### src/rtl/bht_predictor_if.sv
// ============================================================================
// Module      : bht_predictor_if
// Description : Lookup/training bundle for the branch history table
//               predictor. The master issues lookups and training updates;
//               the slave (the predictor) returns registered lookup results
//               and the global history register.
// Revision    : 1.0 - initial release
// ============================================================================
`default_nettype none

interface bht_predictor_if #(
  parameter int CTR_W = 2,
  parameter int IDX_W = 5
);
  // Lookup request and registered result
  logic             predict_valid;
  logic [IDX_W-1:0] predict_pc;
  logic             predict_ready;
  logic             predict_taken;
  logic [CTR_W-1:0] predict_state;
  logic [IDX_W-1:0] predict_history;

  // Training request
  logic             train_valid;
  logic [IDX_W-1:0] train_pc;
  logic             train_taken;
  logic             train_mispredicted;
  logic [IDX_W-1:0] train_history;

  // Current global history register
  logic [IDX_W-1:0] history;

  modport master (
    output predict_valid, predict_pc,
    output train_valid, train_pc, train_taken, train_mispredicted, train_history,
    input  predict_ready, predict_taken, predict_state, predict_history,
    input  history
  );

  modport slave (
    input  predict_valid, predict_pc,
    input  train_valid, train_pc, train_taken, train_mispredicted, train_history,
    output predict_ready, predict_taken, predict_state, predict_history,
    output history
  );
endinterface

`default_nettype wire

### src/rtl/bht_predictor.sv
// ============================================================================
// Module      : bht_predictor
// Description : Branch history table of 2**IDX_W saturating counters with a
//               global history register. Lookups are registered and read the
//               table before any same-edge training write.
//               Optional feature: define BHT_PREDICTOR_GSHARE_EN to index the
//               table with (pc XOR history) for both lookup and training.
// Revision    : 1.0 - initial release
// ============================================================================
`default_nettype none

module bht_predictor #(
  parameter int CTR_W = 2,
  parameter int IDX_W = 5
) (
  input  wire logic     clk,
  input  wire logic     areset_n,
  bht_predictor_if.slave bus
);

  localparam int DEPTH = 2 ** IDX_W;

  // Weakly not-taken: one below the taken threshold
  localparam logic [CTR_W-1:0] C_CTR_RST = CTR_W'((1 << (CTR_W - 1)) - 1);
  localparam logic [CTR_W-1:0] C_CTR_MAX = {CTR_W{1'b1}};
  localparam logic [CTR_W-1:0] C_CTR_MIN = '0;

  logic [DEPTH-1:0][CTR_W-1:0] table_q;
  logic [IDX_W-1:0]            history_q;
  logic [IDX_W-1:0]            history_d;
  logic                        ready_q;
  logic                        taken_q;
  logic [CTR_W-1:0]            state_q;
  logic [IDX_W-1:0]            phist_q;

  logic [IDX_W-1:0]            w_pidx;
  logic [IDX_W-1:0]            w_tidx;
  logic [CTR_W-1:0]            w_ctr_cur;
  logic [CTR_W-1:0]            w_ctr_d;
  logic [CTR_W-1:0]            w_lookup;

`ifdef BHT_PREDICTOR_GSHARE_EN
  assign w_pidx = bus.predict_pc ^ history_q;
  assign w_tidx = bus.train_pc ^ bus.train_history;
`else
  assign w_pidx = bus.predict_pc;
  assign w_tidx = bus.train_pc;
`endif

  assign w_lookup  = table_q[w_pidx];
  assign w_ctr_cur = table_q[w_tidx];

  // Saturating counter step and next global history
  always_comb begin
    w_ctr_d   = w_ctr_cur;
    history_d = history_q;
    if (bus.train_taken) begin
      if (w_ctr_cur != C_CTR_MAX) w_ctr_d = w_ctr_cur + 1'b1;
    end else begin
      if (w_ctr_cur != C_CTR_MIN) w_ctr_d = w_ctr_cur - 1'b1;
    end
    if (bus.train_valid) begin
      // A mispredict rebuilds history from the snapshot taken at lookup time
      if (bus.train_mispredicted)
        history_d = {bus.train_history[IDX_W-2:0], bus.train_taken};
      else
        history_d = {history_q[IDX_W-2:0], bus.train_taken};
    end
  end

  // Counter table: a single entry written per training request
  always_ff @(posedge clk or negedge areset_n) begin
    if (!areset_n) begin
      table_q <= {DEPTH{C_CTR_RST}};
    end else if (bus.train_valid) begin
      table_q[w_tidx] <= w_ctr_d;
    end
  end

  // Global history register
  always_ff @(posedge clk or negedge areset_n) begin
    if (!areset_n) history_q <= '0;
    else           history_q <= history_d;
  end

  // Registered lookup result; values hold between lookups
  always_ff @(posedge clk or negedge areset_n) begin
    if (!areset_n) begin
      ready_q <= 1'b0;
      taken_q <= 1'b0;
      state_q <= '0;
      phist_q <= '0;
    end else begin
      ready_q <= bus.predict_valid;
      if (bus.predict_valid) begin
        state_q <= w_lookup;
        taken_q <= w_lookup[CTR_W-1];
        phist_q <= history_q;
      end
    end
  end

  assign bus.predict_ready   = ready_q;
  assign bus.predict_taken   = taken_q;
  assign bus.predict_state   = state_q;
  assign bus.predict_history = phist_q;
  assign bus.history         = history_q;

endmodule

`default_nettype wire

### src/flat_wrapper.sv
// flat-port wrapper written by rule: the top's interface ports become plain ports
module bht_predictor_flat 
#(
  parameter int CTR_W = 2,
  parameter int IDX_W = 5
)
  (clk, areset_n, bus_predict_valid, bus_predict_pc, bus_train_valid, bus_train_pc, bus_train_taken, bus_train_mispredicted, bus_train_history, bus_predict_ready, bus_predict_taken, bus_predict_state, bus_predict_history, bus_history);
  bht_predictor_if #(.CTR_W(CTR_W), .IDX_W(IDX_W)) bus_i ();
  input  wire logic clk;
  input  wire logic areset_n;
  input wire logic [$bits(bus_i.predict_valid)-1:0] bus_predict_valid;
  input wire logic [$bits(bus_i.predict_pc)-1:0] bus_predict_pc;
  input wire logic [$bits(bus_i.train_valid)-1:0] bus_train_valid;
  input wire logic [$bits(bus_i.train_pc)-1:0] bus_train_pc;
  input wire logic [$bits(bus_i.train_taken)-1:0] bus_train_taken;
  input wire logic [$bits(bus_i.train_mispredicted)-1:0] bus_train_mispredicted;
  input wire logic [$bits(bus_i.train_history)-1:0] bus_train_history;
  output wire logic [$bits(bus_i.predict_ready)-1:0] bus_predict_ready;
  output wire logic [$bits(bus_i.predict_taken)-1:0] bus_predict_taken;
  output wire logic [$bits(bus_i.predict_state)-1:0] bus_predict_state;
  output wire logic [$bits(bus_i.predict_history)-1:0] bus_predict_history;
  output wire logic [$bits(bus_i.history)-1:0] bus_history;
  assign bus_i.predict_valid = bus_predict_valid;
  assign bus_i.predict_pc = bus_predict_pc;
  assign bus_i.train_valid = bus_train_valid;
  assign bus_i.train_pc = bus_train_pc;
  assign bus_i.train_taken = bus_train_taken;
  assign bus_i.train_mispredicted = bus_train_mispredicted;
  assign bus_i.train_history = bus_train_history;
  assign bus_predict_ready = bus_i.predict_ready;
  assign bus_predict_taken = bus_i.predict_taken;
  assign bus_predict_state = bus_i.predict_state;
  assign bus_predict_history = bus_i.predict_history;
  assign bus_history = bus_i.history;
  bht_predictor #(.CTR_W(CTR_W), .IDX_W(IDX_W)) u_core (.clk(clk), .areset_n(areset_n), .bus(bus_i));
endmodule
### config.mk
export PLATFORM = sky130hd
export DESIGN_NAME = bht_predictor_flat
export DESIGN_NICKNAME = d
export VERILOG_FILES = /design/src/rtl/bht_predictor_if.sv /design/src/rtl/bht_predictor.sv /design/src/flat_wrapper.sv
export SDC_FILE = /design/constraint.sdc
export NUM_CORES = 1
export LEC_CHECK = 0
export ABC_AREA = 0
export CAP_MARGIN = 15
export CORE_ASPECT_RATIO = 1.25
export CORE_MARGIN = 3
export CORE_UTILIZATION = 55
export DETAILED_ROUTE_END_ITERATION = 7
export DONT_BUFFER_PORTS = 1
export GPL_ROUTABILITY_DRIVEN = 1
export GPL_TIMING_DRIVEN = 0
export PLACE_DENSITY = 0.73
export REMOVE_ABC_BUFFERS = 1
export SYNTH_ARGS = -nofsm -noshare
export SYNTH_HDL_FRONTEND = slang
export SYNTH_SLANG_ARGS = --single-unit
### constraint.sdc
create_clock -name clk -period 3.41 [get_ports clk]
set_input_delay 0.341 -clock clk [delete_from_list [all_inputs] [get_ports clk]]
set_output_delay 0.341 -clock clk [all_outputs]
set_load 0.01 [all_outputs]
==> results.yml <==
sta:
  hold_viol_final: 0
  rsz0062_at_grt: "false"
  worst_pin_slew_ns: 0.9452
  period_minus_slack_ns: 2.560
  setup_viol: 0
  fin_crit_sh: 0.7508
  fin_worst_skew_ns: 0.01702
  report.final.slew_viol_count: 0
  fin_tns_setup_ns: 0
  fmax_mhz: 390.6
  holdWs_ns: 0.02344
  slew_headroom: 0.3699
power:
  clockPowerShare: 0.271
  power_frac_seq: 0.525
  swShare: 0.2754
  ir_drop_mv: 0.3775
  cellInternalPower_uw: 1769
  power-per-cell-area_mw_per_mm2: 545.7
  combPwrFrac: 0.204
  p_leak_uw: 0.001850
  finalPower_uw: 2441
  p_sw_uw: 672.2
cts:
  cts_buffers: 9
  cts-hold-fix-buffers: 2
  cts_tree: "built"
  cts_sinks: 77
  cts_resized: 0
  clk_pin_slew_worst_paths_ns: 0.07
  ctsHtreeMaxLevel: 3
  cts-root-buf: "clkbuf_8"
  cts_max_path_buffers: 2
  insertion_delay_ns: 0.35
  cts_setup_buffers: 0
worst_setup_path:
  critical_path_required_ns: 3.70
  crit_fanout: 17
  r2r-start: "u_core.table_q[46]"
  r2r_end: "u_core.table_q[46]"
  rrSetupSlack_ns: 0.85
  path_class: "reg2reg"
  cp-end-kind: "flop"
  rr_worst_depth: 7
  cp.arrival_ns: 2.85
  start_kind: "flop"
placement:
  dp.cells: 386
  dp_hpwl_mm: 6.360
  gp_congestion: 0.8030
  io_buffer_count: 0
final_layout:
  nets: 328
  area_delta_synth_final_pct: 4.563
  fin_util: 0.5973
  fin_cells: 404
  antenna_cells: 0
  drive_above_1_share: 0.4647
yosys:
  async_flop_share: 1.000
  yosys_warnings: 0
  synth_area_mm2: 0.004278
  ys_ff_latch: 77
  synthCells: 319
  synth_flop_cell: "dfrtp_1"
  synth-seq-area-share: 0.4598
  syn_area_per_cell_um2: 13.41
  synth_cell_type_count: 31
  synth_edf_count: 0
grt:
  grt_pass1_vias: 2766
  grt_pass1_wl_mm: 15.03
  track_usage: 0.2184
  grt_overflow_total: 0
  antenna_found_initial: 0
  grt_max_degree: 78
route:
  dr.pass1.iters: 4
  wl_per_cell_um: 22.66
  antenna_left: 0
  vias_per_cell: 6.527
  vias: 2637
  routed_wl_mm: 9.153
  drt_iter0_drc: 230
  route.detailed.drc: 0
run_status:
  outcome: "complete, no violations"
die:
  fp.coreArea_mm2: 0.007488
  die_x_um: 84.88
  pin_count: 35
  start_util: 0.5713
  fp.dieH_um: 104.6
  row_count: 35
  design.die.area_mm2: 0.008878
worst_hold_path:
  hold_end: "u_core.bus.predict_ready"
  hold_path_class: "in2reg"
  worstHoldStart: "bus_predict_valid"
  whs_path_depth: 0
run:
  cap_viol_max_count: 0
[power by group through the flow]
stage               clock network, uW  registers, uW  logic, uW
CTS                               672           1280        502
finish                            661           1280        499
global placement                    0           1280        441
global route                      704           1310        538
floorplan                           0           1250        368
detailed placement                  0           1300        477
[flip-flops by register name (all words and copies together) (netlist names)]
signal	count
u_core.bus.predict_history	5
u_core.bus.predict_state	2
u_core.table_q	64
u_core.bus.predict_ready	1
u_core.bus.history	5
[cells in the final DEF (no fill, tap or decap)]
cell type and count:
clkbuf_8 9, or3b_2 1, clkinvlp_4 1, a21oi_1 7, or4_1 1, nor4_1 2, nand3_1 2, nand3b_1 5
nor3b_1 1, or2_2 2, mux4_2 20, clkbuf_1 2, nand2_1 1, o32ai_4 1, nand2b_1 4, mux2i_1 38
dlygate4sd3_1 1, bufinv_16 1, o21ai_0 1, or4_4 1, or3b_1 3, a21boi_1 2, o22ai_1 16, buf_8 2
nor2_1 33, dfstp_2 32, clkinv_2 3, mux2_2 65, mux2_4 5, buf_16 1, or3_1 1, dfrtp_1 45
a32oi_2 1, o21ai_1 2
[cell usage after synthesis (3+ instances only)]
cell type / instances / area, um2
dfrtp_1: 45 / 1126
mux2_4: 5 / 75.07
mux2_2: 65 / 732.0
clkbuf_1: 7 / 26.28
a21oi_1: 7 / 35.03
mux4_2: 20 / 450.4
nand2b_1: 4 / 25.02
buf_6: 9 / 101.4
dfstp_2: 32 / 840.8
nand3b_1: 5 / 37.54
buf_2: 8 / 40.04
o22ai_1: 16 / 100.1
or3b_1: 3 / 26.28
nor2_1: 33 / 123.9
mux2i_1: 38 / 380.4
[critical path: stages, from the launching register on]
cell,delay (ns)
dfstp_2,0.38
mux2i_1,0.23
o22ai_1,0.12
nor4_1,0.40
o21ai_1,0.14
a32oi_2,0.80
buf_8,0.25
mux2_2,0.17
[final cells by class]
cell class	instances	area (um2)
Tap cell	92	115.1
Timing Repair Buffer	4	67.56
Clock buffer	11	131.4
Multi-Input combinational cell	215	2140
Sequential cell	77	1967
Fill cell	564	3015
Clock inverter	5	52.55
[kinds of logic (layout without fill, tap and decap cells)]
family / Yosys count / after routing / synth area share
and+or+nand+nor: 57 / 57 / 0.06844
AOI/OAI and AO/OA: 30 / 30 / 0.04621
muxes: 128 / 128 / 0.3829
buffers and inverters: 27 / 20 / 0.04271
DFF: 77 / 77 / 0.4598
[per-layer routing]
metal,vias up,global-route usage,part of all wire
li1,1171,-,-
met3,14,0.04338,0.060
met1,1380,0.2937,0.43
met2,72,0.3505,0.49
met5,-,0,0
met4,0,0.08032,0.020
[worst max-delay path by stage]
stage,start,end,slack [ns],cells past startpoint
finish,u_core.table_q[46],u_core.table_q[46],0.85,7
global route,u_core.table_q[22],u_core.table_q[48],0.73,7
CTS,u_core.table_q[39],u_core.table_q[46],0.88,7
detailed placement,bus_train_pc[3],u_core.table_q[46],0.67,7
global placement,bus_train_pc[3],u_core.table_q[61],0.01,6
floorplan,bus_train_pc[2],u_core.table_q[11],1.01,6
[stage by stage]
| step | setup slack, ns | instance area, um2 |
|---|---|---|
| global route | 0.7273 | 4473 |
| finish | 0.8499 | 4473 |
| detailed placement | 0.6720 | 4252 |
| global placement | 0.01084 | 4210 |
| CTS | 0.8810 | 4473 |
| floorplan | 1.009 | 4095 |
Power figures use the tool's default switching activity.
